## src/rtl/alu_result_acc.sv

```systemverilog
`default_nettype none
// ============================================================================
// Module   : alu_result_acc
// Purpose  : Sums signed 5-bit ALU results into an ACC_W-bit accumulator in
//            groups of GROUP results (or on flush) and queues each group sum,
//            with a sticky saturation flag, in a DEPTH-entry output FIFO.
// Macro    : ALU_ACC_SAT_EN - when defined, sums clamp at the signed
//            ACC_W-bit limits and set a sticky sat flag; otherwise they wrap
//            and the sat bit is tied 0.
// Ports    : clk, reset        - clock, synchronous active-high reset
//            in_valid/in_ready - result handshake (in_ready registered)
//            C                 - signed ALU result, -16..+15
//            flush             - push the partial group now
//            acc_clear         - discard the partial group (highest priority)
//            out_valid/out_ready/out_data - FIFO drain, data = {sat, sum}
//            group_cnt         - results held in the current partial group
// Revision : 1.0 - initial release
// ============================================================================
module alu_result_acc #(
  parameter int GROUP = 4,
  parameter int ACC_W = 8,
  parameter int DEPTH = 4
) (
  input  logic              clk,
  input  logic              reset,
  input  logic              in_valid,
  output logic              in_ready,
  input  logic signed [4:0] C,
  input  logic              flush,
  input  logic              acc_clear,
  output logic              out_valid,
  input  logic              out_ready,
  output logic [ACC_W:0]    out_data,
  output logic [4:0]        group_cnt
);

  localparam int PTR_W = $clog2(DEPTH);
  localparam logic [4:0]     c_last = 5'(GROUP - 1);
  localparam logic [PTR_W:0] c_full = (PTR_W + 1)'(DEPTH);

  typedef enum logic [0:0] {
    S_IDLE = 1'b0,
    S_ACC  = 1'b1
  } state_t;

  state_t                  r_state;
  logic signed [ACC_W-1:0] r_acc;
  logic signed [ACC_W-1:0] w_acc_next;
  logic                    w_sat_next;
  logic [4:0]              r_cnt;

  logic [ACC_W:0]          r_mem [DEPTH];
  logic [PTR_W-1:0]        r_wr_ptr;
  logic [PTR_W-1:0]        r_rd_ptr;
  logic [PTR_W:0]          r_count;
  logic [PTR_W:0]          w_count_next;
  logic                    r_full;
  logic                    r_valid;

  logic                    w_accept;
  logic                    w_group_done;
  logic                    w_flush_go;
  logic                    w_push;
  logic                    w_pop;
  logic [ACC_W:0]          w_push_data;

  // in_ready comes straight from a flop, so there is no path from out_ready.
  assign w_accept     = in_valid && !r_full;
  assign w_group_done = w_accept && (r_cnt == c_last);
  // A flush only pushes when there is something to push: either a partial
  // group already held or a result accepted in the same cycle.
  assign w_flush_go   = flush && !r_full && ((r_state == S_ACC) || w_accept);
  assign w_push       = !acc_clear && (w_group_done || w_flush_go);
  assign w_pop        = r_valid && out_ready;
  assign w_push_data  = {w_sat_next, w_acc_next};

`ifdef ALU_ACC_SAT_EN
  localparam logic signed [ACC_W:0] c_acc_max = {2'b00, {(ACC_W-1){1'b1}}};
  localparam logic signed [ACC_W:0] c_acc_min = {2'b11, {(ACC_W-1){1'b0}}};

  logic               r_sat;
  logic signed [ACC_W:0] w_sum;

  // One extra bit of headroom so the clamp comparison sees the true sum.
  always_comb begin
    w_sum      = {r_acc[ACC_W-1], r_acc} + {{(ACC_W-4){C[4]}}, C};
    w_acc_next = r_acc;
    w_sat_next = r_sat;
    if (w_accept) begin
      if (w_sum > c_acc_max) begin
        w_acc_next = c_acc_max[ACC_W-1:0];
        w_sat_next = 1'b1;
      end else if (w_sum < c_acc_min) begin
        w_acc_next = c_acc_min[ACC_W-1:0];
        w_sat_next = 1'b1;
      end else begin
        w_acc_next = w_sum[ACC_W-1:0];
      end
    end
  end

  always_ff @(posedge clk) begin
    if (reset || acc_clear || w_push) begin
      r_sat <= 1'b0;
    end else begin
      r_sat <= w_sat_next;
    end
  end
`else
  // Plain two's-complement wrap; the sat bit never sets.
  always_comb begin
    w_acc_next = r_acc;
    if (w_accept) begin
      w_acc_next = r_acc + {{(ACC_W-5){C[4]}}, C};
    end
  end

  assign w_sat_next = 1'b0;
`endif

  // Group FSM: IDLE holds no partial sum, ACC holds 1..GROUP-1 results.
  always_ff @(posedge clk) begin
    if (reset || acc_clear || w_push) begin
      r_state <= S_IDLE;
      r_acc   <= '0;
      r_cnt   <= '0;
    end else if (w_accept) begin
      r_state <= S_ACC;
      r_acc   <= w_acc_next;
      r_cnt   <= r_cnt + 5'd1;
    end
  end

  always_comb begin
    case ({w_push, w_pop})
      2'b10:   w_count_next = r_count + (PTR_W + 1)'(1);
      2'b01:   w_count_next = r_count - (PTR_W + 1)'(1);
      default: w_count_next = r_count;
    endcase
  end

  // Pointers wrap naturally since DEPTH is a power of two.
  always_ff @(posedge clk) begin
    if (reset) begin
      r_wr_ptr <= '0;
      r_rd_ptr <= '0;
      r_count  <= '0;
      r_full   <= 1'b0;
      r_valid  <= 1'b0;
    end else begin
      if (w_push) begin
        r_wr_ptr <= r_wr_ptr + PTR_W'(1);
      end
      if (w_pop) begin
        r_rd_ptr <= r_rd_ptr + PTR_W'(1);
      end
      r_count <= w_count_next;
      r_full  <= (w_count_next == c_full);
      r_valid <= (w_count_next != '0);
    end
  end

  always_ff @(posedge clk) begin
    if (w_push && !reset) begin
      r_mem[r_wr_ptr] <= w_push_data;
    end
  end

  assign in_ready  = !r_full;
  assign out_valid = r_valid;
  // Storage is not reset, so the head is masked while the FIFO is empty.
  assign out_data  = r_valid ? r_mem[r_rd_ptr] : '0;
  assign group_cnt = r_cnt;

endmodule
`default_nettype wire

```

## config.mk

```make
export PLATFORM = sky130hd
export DESIGN_NAME = alu_result_acc
export DESIGN_NICKNAME = d
export VERILOG_FILES = /design/src/rtl/alu_result_acc.sv
export SDC_FILE = /design/constraint.sdc
export NUM_CORES = 1
export LEC_CHECK = 0
export ABC_AREA = 1
export CAP_MARGIN = 20
export CORE_ASPECT_RATIO = 0.8
export CORE_MARGIN = 10
export CORE_UTILIZATION = 56
export DETAILED_ROUTE_END_ITERATION = 10
export GPL_ROUTABILITY_DRIVEN = 0
export GPL_TIMING_DRIVEN = 0
export PLACE_DENSITY = 0.88
export REMOVE_ABC_BUFFERS = 1
export SYNTH_ARGS = -nofsm -noshare
export SYNTH_HDL_FRONTEND = slang
export SYNTH_SLANG_ARGS = --single-unit
```

## constraint.sdc

```tcl
create_clock -name clk -period 3.3 [get_ports clk]
set_clock_uncertainty 0.1 [all_clocks]
set_input_delay 0.495 -clock clk [delete_from_list [all_inputs] [get_ports clk]]
set_output_delay 0.495 -clock clk [all_outputs]
set_load 0.05 [all_outputs]
```

==> summary.md <==
| Metric | Value |
|---|---|
| Status | completed |
| Setup tns final | 0 ps |
| Critical Path AT | 2370 ps |
| Power Internal | 1400 uW |
| Synth Register Bits | 57 |
| Synth area leaders | edfxtp_1 (35%), dfxtp_1 (18%), ha_1 (5.9%) |
| Compound-Gate Fraction of Synth Area | 0.0955 |
| Gr usage total | 0.138 |
| P per Cell Area | 640 mW/mm2 |
| Reg power frac | 0.403 |
| Die H | 82.5 um |
| Critical path class | reg2out |
| Yosys warning total | 0 |
| Post-DRT Antenna Nets | 0 |
| Top-count cell post-synth | nor2_1 |
| Non-Filler Instances | 383 |
| Routed WL | about 5400 um |
| Overall power | 2070 uW |
| Clock Power Share | 0.348 |
| PostCTS Resize Cnt | 0 |
| Initial antenna violation count | 0 |
| Cell variety after synth | 29 |
| Final Setup Violations | 0 |
| Measured slew at the worst slew-check pin | 589 ps |
| Post-synthesis async set-or-reset flop share | 0 |
| Layout cells sized above 1 | 0.118 |
| Required @ worst endpoint | 2700 ps |
| Post-CTS Setup Repair Bufs | 0 |
| Top cell type's share of synthesized area | 0.351 |
| Count of flip-flops with a built-in enable after synthesis | 32 |
| First-pass GRT wire length | between 8000 and 9000 um |
| DRC | 0 |
| Number of global-route vias before repair | 1,939 |
| Worst-skew pair later-pin latency | 330 ps |
| RSZ-0062 raised after global routing | no |
| Worst-path clk slew | roughly 70 ps |
| Multi-input gate area | 0.00109 mm2 |
| WHS | 398 ps |
| Starting Density | 0.588 |
| Pre-antenna DRT Iters | 4 |
| Hold-fix buffers, CTS | 0 |
| Sequential fraction of the synthesis area | 0.534 |
| Mean post-synth cell area | 9.44 um2 |
| Switching part of the total | 0.325 |
| Die area | 0.00810 mm2 |
| Area of the core | 0.00465 mm2 |
| Mapped Cells | 290 |
| CP endpoint kind | output pin |
| I/O pins | 27 |
| Cells after DPL | 367 |
| Crit start category | flip-flop |
| FMAX | 0.337 GHz |
| Cell row count | 22 |
| Leak pwr | 0.00134 uW |
| CTS Buffer Depth | 2 |
| Largest net degree at the start of global routing | 18 |
| Area Growth Syn to Fin | 18.2% |
| Max-Cap Viols | 0 |
| Clk sink count | 57 |
| Syn Std Cell Area | 0.00274 mm2 |
| Register area | 0.00146 mm2 |
| Relative max-transition margin | 0.607 |
| Total gr overflow | 0 |
| Fin crit period | 2970 ps |
| TritonCTS Buffers | 9 |
| Antenna Cells | 0 |
| Combinational family with the most area after synthesis | simple AND/OR/NAND/NOR gates |
| Psw | 674 uW |
| Multiplexer share of the synthesized area | 0 |
| Post-DP HPWL | 3640 um |
| CP max FO | 9 |
| Buffers on Ports | 25 |
| Final hold vios | 0 |
| Adder-cell area share of the yosys netlist | 0.0740 |
| Initial DRC count | 157 |
| Final period util | 0.899 |
| H-tree Lvls | 3 |
| Max IR drop VDD | roughly 0.42 mV |
| Hold WC Path Type | reg2reg |
| Ys flop type | edfxtp_1 |
| Via density | 5.15 |
| Fillers | 367 |
| Clock Tree Root | clkbuf_8 |
| Via count | 1,971 |
| Leading cell types by count after synthesis | nor2_1 (43), nand2_1 (39), edfxtp_1 (32) |
| Die X | 98.2 um |
| Final Max Tran Viols | 0 |
| Average wire per standard cell | 14.0 um |
| Fin nets | 344 |
| Post-Synth XOR/XNOR Area | 0.0256 |
| Simple-gate share of the synthesized area | 0.203 |
| Area leader, netlist | edfxtp_1 |
| CTS tree | built |
| Comb pwr share | 0.248 |
layout make-up:
class,count,area share
Multi-Input combinational cell,192,0.338
Sequential cell,57,0.451
Clock buffer,9,0.0383
Timing Repair Buffer,25,0.0773
Tap cell,60,0.0232
Clock inverter,7,0.0321
Inverter,33,0.0398
worst paths after layout:
check	start	cells after the start	slack, ps	end
max	flip-flop	5	330	out_data[0]
min	r_acc[2]$_SDFFE_PP0N_	2	400	r_acc[2]$_SDFFE_PP0N_
min reg2reg	r_acc[2]$_SDFFE_PP0N_	2	400	r_acc[2]$_SDFFE_PP0N_
max reg2reg	group_cnt[0]$_SDFFE_PP0N_	13	700	out_valid$_SDFF_PP0_
sequential cells by signal (all words and copies together) (netlist names), named ones only:
name	flops
r_count	3
r_wr_ptr	2
out_valid	1
r_rd_ptr	2
group_cnt	5
r_acc	8
r_full	1
r_state	1
r_mem	32
kinds of logic (layout without fill, tap and decap cells):
logic type      count (synthesis)  after routing
other cells                     1              1
buf+inv                        41             74
xor+xnor                        8              8
fa+ha+maj                      15             15
flops                          57             57
simple gates                  120            120
compound gates                 48             48
power groups by stage:
| stage | logic, uW | registers [uW] | clock network, uW |
|---|---|---|---|
| finish | 515 | 836 | 722 |
| floorplan | 333 | 865 | 0 |
| CTS | 517 | 836 | 738 |
| global placement | 485 | 849 | 0 |
| global route | 563 | 840 | 774 |
| detailed placement | 504 | 851 | 0 |
layout by cell type, fill, tap and decap left out, drive strengths merged:
master,count
nor2,52
xnor2,4
conb,1
or2,4
nand3,14
fa,2
nor3,1
nand3b,3
clkdlybuf4s50,25
a21oi,24
o21a,1
xor2,4
ha,13
o21ai,23
clkinv,4
bufinv,2
nand2,42
and3,4
dfxtp,25
clkbuf,9
edfxtp,32
inv,34
critical path, cell delays in order, from the launching register on:
cell and delay [ps]:
dfxtp_1 550, inv_1 250, nor2_1 130, o21ai_0 90, a21oi_1 190, clkdlybuf4s50_1 840
per-stage QoR:
step,cell area [um2],worst slack (ps),util
floorplan,2680,622,-
global placement,3010,225,0.647
detailed placement,3010,138,0.647
CTS,3240,310,0.696
global route,3240,138,0.696
finish,3240,335,0.696
metal layers:
| metal | up-vias | GRT usage | routed length (um) |
|---|---|---|---|
| met5 | - | 0 | 0 |
| li1 | 1005 | - | - |
| met2 | 65 | 0.233 | 2530 |
| met4 | 0 | 0.0629 | 43 |
| met3 | 4 | 0.0564 | 467 |
| met1 | 897 | 0.153 | 2310 |
Note: power is estimated with default switching activity, not from simulation.
